**config.mk**
```make
export PLATFORM = sky130hd
export DESIGN_NAME = button_conditioner
export DESIGN_NICKNAME = d
export VERILOG_FILES = /design/src/rtl/button_conditioner.sv
export SDC_FILE = /design/constraint.sdc
export NUM_CORES = 1
export LEC_CHECK = 0
export CAP_MARGIN = 40
export CORE_AREA = 2 2 107 109
export DETAILED_ROUTE_END_ITERATION = 16
export DIE_AREA = 0 0 109 111
export PLACE_DENSITY = 0.68
export SLEW_MARGIN = 0
export SYNTH_ARGS = -nofsm -noshare
export SYNTH_HDL_FRONTEND = slang
export SYNTH_SLANG_ARGS = --single-unit
```
**constraint.sdc**
```tcl
create_clock -name clk -period 2.4 [get_ports clk]
set_clock_uncertainty 0.1 [all_clocks]
set_input_delay 0.48 -clock clk [delete_from_list [all_inputs] [get_ports clk]]
set_output_delay 0.48 -clock clk [all_outputs]
set_load 0.02 [all_outputs]
```
**src/rtl/button_conditioner.sv**
```systemverilog
`default_nettype none
// ============================================================================
// Module   : button_conditioner
// Brief    : N-channel push-button front end. Each channel is synchronised,
//            debounced and turned into a stable level plus one-cycle
//            press/release pulses. The optional auto-repeat pulse generator
//            is built only when BTN_REPEAT_EN is defined.
// Revision : 1.0 - initial release
// ============================================================================
module button_conditioner #(
    parameter int N_BTN           = 5,
    parameter int DEBOUNCE_CYCLES = 1000000,
    parameter int REPEAT_DELAY    = 50000000,
    parameter int REPEAT_PERIOD   = 10000000
) (
    input  logic             clk,
    input  logic             rst,
    input  logic [N_BTN-1:0] btn_raw,
    output logic [N_BTN-1:0] btn_level,
    output logic [N_BTN-1:0] btn_press,
    output logic [N_BTN-1:0] btn_release,
    output logic [N_BTN-1:0] btn_repeat
);

    localparam int                c_DB_W    = $clog2(DEBOUNCE_CYCLES + 1);
    localparam logic [c_DB_W-1:0] c_DB_LAST = c_DB_W'(DEBOUNCE_CYCLES - 1);

`ifdef BTN_REPEAT_EN
    localparam int c_REP_MAX = (REPEAT_DELAY > REPEAT_PERIOD) ? REPEAT_DELAY : REPEAT_PERIOD;
    localparam int c_REP_W   = $clog2(c_REP_MAX + 1);
    localparam logic [c_REP_W-1:0] c_DELAY_LAST  = c_REP_W'(REPEAT_DELAY - 1);
    localparam logic [c_REP_W-1:0] c_PERIOD_LAST = c_REP_W'(REPEAT_PERIOD - 1);

    typedef enum logic [0:0] {
        PH_DELAY    = 1'b0,
        PH_PERIODIC = 1'b1
    } phase_t;
`else
    logic w_unused_repeat_cfg;
    assign w_unused_repeat_cfg = ^{REPEAT_DELAY, REPEAT_PERIOD};
`endif

    for (genvar i = 0; i < N_BTN; i++) begin : g_chan
        logic              r_s1;
        logic              r_s2;
        logic              r_level;
        logic              r_press;
        logic              r_release;
        logic [c_DB_W-1:0] r_db_cnt;
        logic              w_flip;

        // The level flips on the cycle the counter has seen a full window of disagreement.
        assign w_flip = (r_s2 != r_level) && (r_db_cnt == c_DB_LAST);

        always_ff @(posedge clk) begin
            if (rst) begin
                r_s1      <= 1'b0;
                r_s2      <= 1'b0;
                r_level   <= 1'b0;
                r_press   <= 1'b0;
                r_release <= 1'b0;
                r_db_cnt  <= '0;
            end else begin
                r_s1      <= btn_raw[i];
                r_s2      <= r_s1;
                r_press   <= w_flip &&  r_s2;
                r_release <= w_flip && !r_s2;
                if (r_s2 == r_level) begin
                    r_db_cnt <= '0;
                end else if (r_db_cnt == c_DB_LAST) begin
                    r_level  <= r_s2;
                    r_db_cnt <= '0;
                end else begin
                    r_db_cnt <= r_db_cnt + c_DB_W'(1);
                end
            end
        end

        assign btn_level[i]   = r_level;
        assign btn_press[i]   = r_press;
        assign btn_release[i] = r_release;

`ifdef BTN_REPEAT_EN
        phase_t             r_phase;
        phase_t             w_phase_next;
        logic [c_REP_W-1:0] r_rep_cnt;
        logic [c_REP_W-1:0] w_rep_cnt_next;
        logic               r_repeat;
        logic               w_repeat_next;
        logic               w_rep_hit;

        always_ff @(posedge clk) begin
            if (rst) begin
                r_phase   <= PH_DELAY;
                r_rep_cnt <= '0;
                r_repeat  <= 1'b0;
            end else begin
                r_phase   <= w_phase_next;
                r_rep_cnt <= w_rep_cnt_next;
                r_repeat  <= w_repeat_next;
            end
        end

        // A level flip (press or release) restarts the delay phase and
        // suppresses any repeat pulse that would land on the same edge.
        always_comb begin
            w_phase_next   = r_phase;
            w_rep_cnt_next = r_rep_cnt;
            w_repeat_next  = 1'b0;
            w_rep_hit      = (r_phase == PH_PERIODIC) ? (r_rep_cnt == c_PERIOD_LAST)
                                                      : (r_rep_cnt == c_DELAY_LAST);
            if (w_flip) begin
                w_phase_next   = PH_DELAY;
                w_rep_cnt_next = '0;
            end else if (r_level) begin
                if (w_rep_hit) begin
                    w_repeat_next  = 1'b1;
                    w_rep_cnt_next = '0;
                    w_phase_next   = PH_PERIODIC;
                end else begin
                    w_rep_cnt_next = r_rep_cnt + c_REP_W'(1);
                end
            end
        end

        assign btn_repeat[i] = r_repeat;
`else
        assign btn_repeat[i] = 1'b0;
`endif
    end

endmodule
`default_nettype wire

```
* Word-level counts from Yosys, hierarchy flattened
Cells that the tools add are included.
** Storage, ports and cells
- Memories :: 0
- Bits of input ports :: 7
- Register bits after elaboration :: 125
- Latch bits :: 0
- Bits in read-only memories :: 0
- Bits in writable memories :: 0
** Operators by class
- $add $sub $neg :: 5
- Mux-type cells :: 0
- $mul :: 0
- Shifts and indexed selects :: 0
- Equality and inequality tests :: 15
- Reduce and logical (&&, ||, !) cells :: 30
- Bitwise gates (word level) :: 5
- Order comparisons :: 0
- Divide/modulo/power cells :: 0
** Operator list (number)
- 20-bit by 1-bit adder with 20-bit output (second input constant) :: 5
- 20-bit equality test (second input constant) :: 5
- 1-bit logical AND :: 15
- 3-bit OR reduction :: 5
- 2-bit AND reduction :: 5
- 1-bit equality test :: 5
- 1-bit zero test :: 5
- 1-bit inequality test :: 5
- 1-bit NOT :: 5

* Longest topological paths before layout
Gate-level depths: netlist (run 1).
- Depth in word-level cells :: 3
- Gate-level depth with buffers :: 7
- Gate-level depth less buffers :: 5

* Least setup slack after synthesis (run 1)
Ideal clock, no wire load.
- Path kind :: reg-to-reg
- Start point :: register g_chan[1].r_db_cnt[0]
- End point :: register g_chan[1].r_db_cnt[18]
- Setup slack :: 0.347 ns
- Data required time :: 2.227 ns
- Setup time :: 0.073 ns
- Arrival time :: 1.880 ns
- Cell stages (with the launch flop) :: 7
- Cell sequence :: dfxtp_1 -> ha_1 -> nand2_1 -> or4_1 -> buf_2 -> or4_1 -> a21oi_1
** On the way
- Cells in the longest elaborated chain, start to end :: 2
- Elaborated cells on any way between the ends :: 3
** Ends and longest elaborated chain
- from (decl) :: line 49 : logic [c_DB_W-1:0] r_db_cnt;
- from (signal assigned) :: line 74 : r_db_cnt <= r_db_cnt + c_DB_W'(1);
- parallel branches: the longest is 2 deep, another holds 20-bit by 1-bit adder with 20-bit output
Parallel ways; which one is timed is not known.
A chain may end at the register's enable or synchronous reset.

* Final worst setup path (run 1)
Ends and elaborated chain as after synthesis.

==> impl_metrics.ini, run 1 <==
[status]
status = finished clean

[grt]
gr-total-overflow = 0
grtUsageMet3_pct = 6.17
grt_usage_pct = 18.5
use_met1_pct = 21.0
grt_antenna_before_repair = 0
grt_max_degree = 21
met2_usage_pct = 31.6
first_global_vias = 4173
grt_busiest_layer = met2
grt_pass1_wl_microns = 18000

[critical_path]
timing.rr.end = g_chan[1].r_db_cnt[18]
rrSetupSlack_ps = 190
cp.arrival_ps = 2450
worstReg2RegStart = g_chan[1].r_db_cnt[0]
worst-path-max-fanout = 7
worstSetupStartpointType = flip-flop
rr_worst_depth = 5
required_ps = 2640
critical_path.endpoint_type = flip-flop
crit_type = reg2reg

[pwr]
leakage_nw = 1.95
powerDensity_mw_per_mm2 = 757
max-vdd-ir-drop_uv = 706

[cts]
htreeDepth = 4
hold_buffers = 0
postCtsSetupBuffers = 0
cts-root-buf = clkbuf_16
clkLatencyLatePin_ps = 410
clk_path_buf_depth = 2
cts_tree = done
path_clk_slew_ps = 50
cts-resized-gates = 0
cts_buffers = 17
clock-sinks = 125

[floorplan]
fp.dieArea_sq_mm = 0.0121
initial_core_util_pct = 49.3
fp.dieW_microns = 109
io_pins = 27
rows = 39
fp.dieH_microns = 111
core_area_sq_mm = 0.0111

[layout]
area_growth_pct = 16.2
layout-drive-gt1-share_pct = 7.82
antenna_cells = 0
postLayoutCoreUtil_pct = 57.3
layout.nets = 651

[yosys]
synth_edf_count = 0
yosys.area_share.simple_pct = 29.4
synth_compound_area_share_pct = 7.54
syn_inst = 622
netlist_area_sq_mm = 0.00546
ys.flop_type = dfxtp_1
ys_ff_latch = 125
synth_largest_area_cell = dfxtp_1
yosys_warnings = 0
seq_area_frac_synth_pct = 45.8
synth_fa_ha_area_share_pct = 1.15
yosysTopAreaCellShare_pct = 45.8
synth.area.top_cells = dfxtp_1 46%, xnor2_1 6.4%, nor2_1 5.4%, xor2_1 4.2%, nand3_1 3.7%
syn_area_per_cell_sq_um = 8.78
synth-async-reset-ratio_pct = 0
synth_top_family_by_area = simple AND/OR/NAND/NOR gates
yosys.area_share.xor_xnor_pct = 10.6
synthMuxAreaShare_pct = 0
synth_cell_type_count = 46

[placement]
dp_hpwl_microns = 7070
io_buffer_count = 21
finalWeightedCongestion = 0.803

[drt]
drt_first_pass_iters = 4
vias = 4246
wl_per_cell_microns = 12.8
route.detailed.drc = 0
vias_per_cell = 5.34
wl_microns = 10200
drt-initial-drc-count = 258
drtAntennaViolNets = 0

[timing]
max_slew_margin_pct = 61.6
drv_slew = 0
setup_violations = 0
fin_tns_setup_ps = 0
rsz0062_at_grt = false
hold_violations = 0
finalCritPeriodShare_pct = 92.0
timing.fmax_ghz = 0.453
worst_pin_slew_ps = 571
fin_crit_ps = 2210

[min_path]
hold_path_end = g_chan[3].r_db_cnt[0]
hold_path_depth = 1
min_path_type = reg2reg
hold_path_startpoint = g_chan[3].r_db_cnt[0]

[run]
max-cap-violations = 0
==> stage by stage <==
stage	instance area [sq um]	hold slack, ps	setup slack (ps)	power, W	std cells
global route	6350	362	79.4	0.00496	795
floorplan	5480	314	347	0.00218	626
finish	6350	342	193	0.00481	795
CTS	6350	345	208	0.00486	795
detailed placement	5720	332	214	0.00220	763
global placement	5720	321	275	0.00220	763
==> logic make-up after synthesis <==
logic type	after synthesis
and+or+nand+nor	298
DFF	125
AOI/OAI and AO/OA	72
xor gates and xnor gates	66
buffers and inverters	55
adders and majority gates	5
other	1
==> flip-flops by register name, indices dropped and copies added (netlist names) <==
name and count:
g_chan.r_s2 5, g_chan.r_press 5, g_chan.r_level 5, g_chan.r_db_cnt 100
g_chan.r_s1 5, g_chan.r_release 5
==> how the worst max path moves through the flow <==
stage               slack [ps]                      to  depth (start not counted)                   from
detailed placement         210  g_chan[1].r_db_cnt[18]                          5  g_chan[1].r_db_cnt[0]
CTS                        210  g_chan[1].r_db_cnt[18]                          5  g_chan[1].r_db_cnt[0]
floorplan                  350  g_chan[1].r_db_cnt[18]                          6  g_chan[1].r_db_cnt[0]
finish                     190  g_chan[1].r_db_cnt[18]                          5  g_chan[1].r_db_cnt[0]
global route                80  g_chan[1].r_db_cnt[18]                          5  g_chan[1].r_db_cnt[0]
global placement           270  g_chan[1].r_db_cnt[18]                          5  g_chan[1].r_db_cnt[0]
==> area by class of cell <==
cell class                      instances  area (sq um)
Clock buffer                           22           494
Inverter                               17          63.8
Clock inverter                         10           135
Fill cell                             947          4730
Tap cell                              143           179
Multi-Input combinational cell        446          2680
Sequential cell                       125          2500
Timing Repair Buffer                   32           293
==> worst max-delay path, cell delays in order, from the launching register on <==
cell and delay [ps]:
dfxtp_1 400, ha_1 250, nand2_1 100, or4_1 630, or4_1 500, a21oi_1 150
==> layout by cell type (no fill, tap or decap), types with 21 or more instances in the layout <==
cell | netlist | layout
nand4_1 | 21 | 21
nand3_1 | 40 | 40
xor2_1 | 26 | 26
nand2_1 | 34 | 34
a21oi_1 | 33 | 33
nor2_1 | 79 | 79
o21ai_0 | 24 | 22
dfxtp_1 | 125 | 125
xnor2_1 | 40 | 40
clkdlybuf4s50_1 | 0 | 21
==> synthesized netlist by cell type (16+ instances only) <==
master / count
xnor2_1: 40
nor2_1: 79
a21oi_1: 33
nand4_1: 21
inv_1: 17
dfxtp_1: 125
buf_4: 21
o21ai_0: 24
and3_1: 16
nand3_1: 40
xor2_1: 26
nor4_1: 18
or3_1: 20
nand2_1: 34
or4_1: 16
==> routing by layer <==
layer,up-vias,wire length [microns]
li1,2199,-
met1,1978,4680
met2,60,5010
met3,9,362
met4,0,121
met5,-,0
==> where the power goes <==
part / internal (W) / switching (W)
sequential: 0.00209 / 0.00000735
clock: 0.00176 / 0.000888
combinational: 0.0000247 / 0.0000344
(Power assumes the default switching activity.)
==> run 2, diff against run 1 <==
--- a/config.mk
+++ b/config.mk
@@ -14,3 +14,4 @@
 export SYNTH_ARGS = -nofsm -noshare
 export SYNTH_HDL_FRONTEND = slang
 export SYNTH_SLANG_ARGS = --single-unit
+export TNS_END_PERCENT = 5
==> results of run 2 <==
The final DEF is identical to that of run 1; final timing and power are the same.
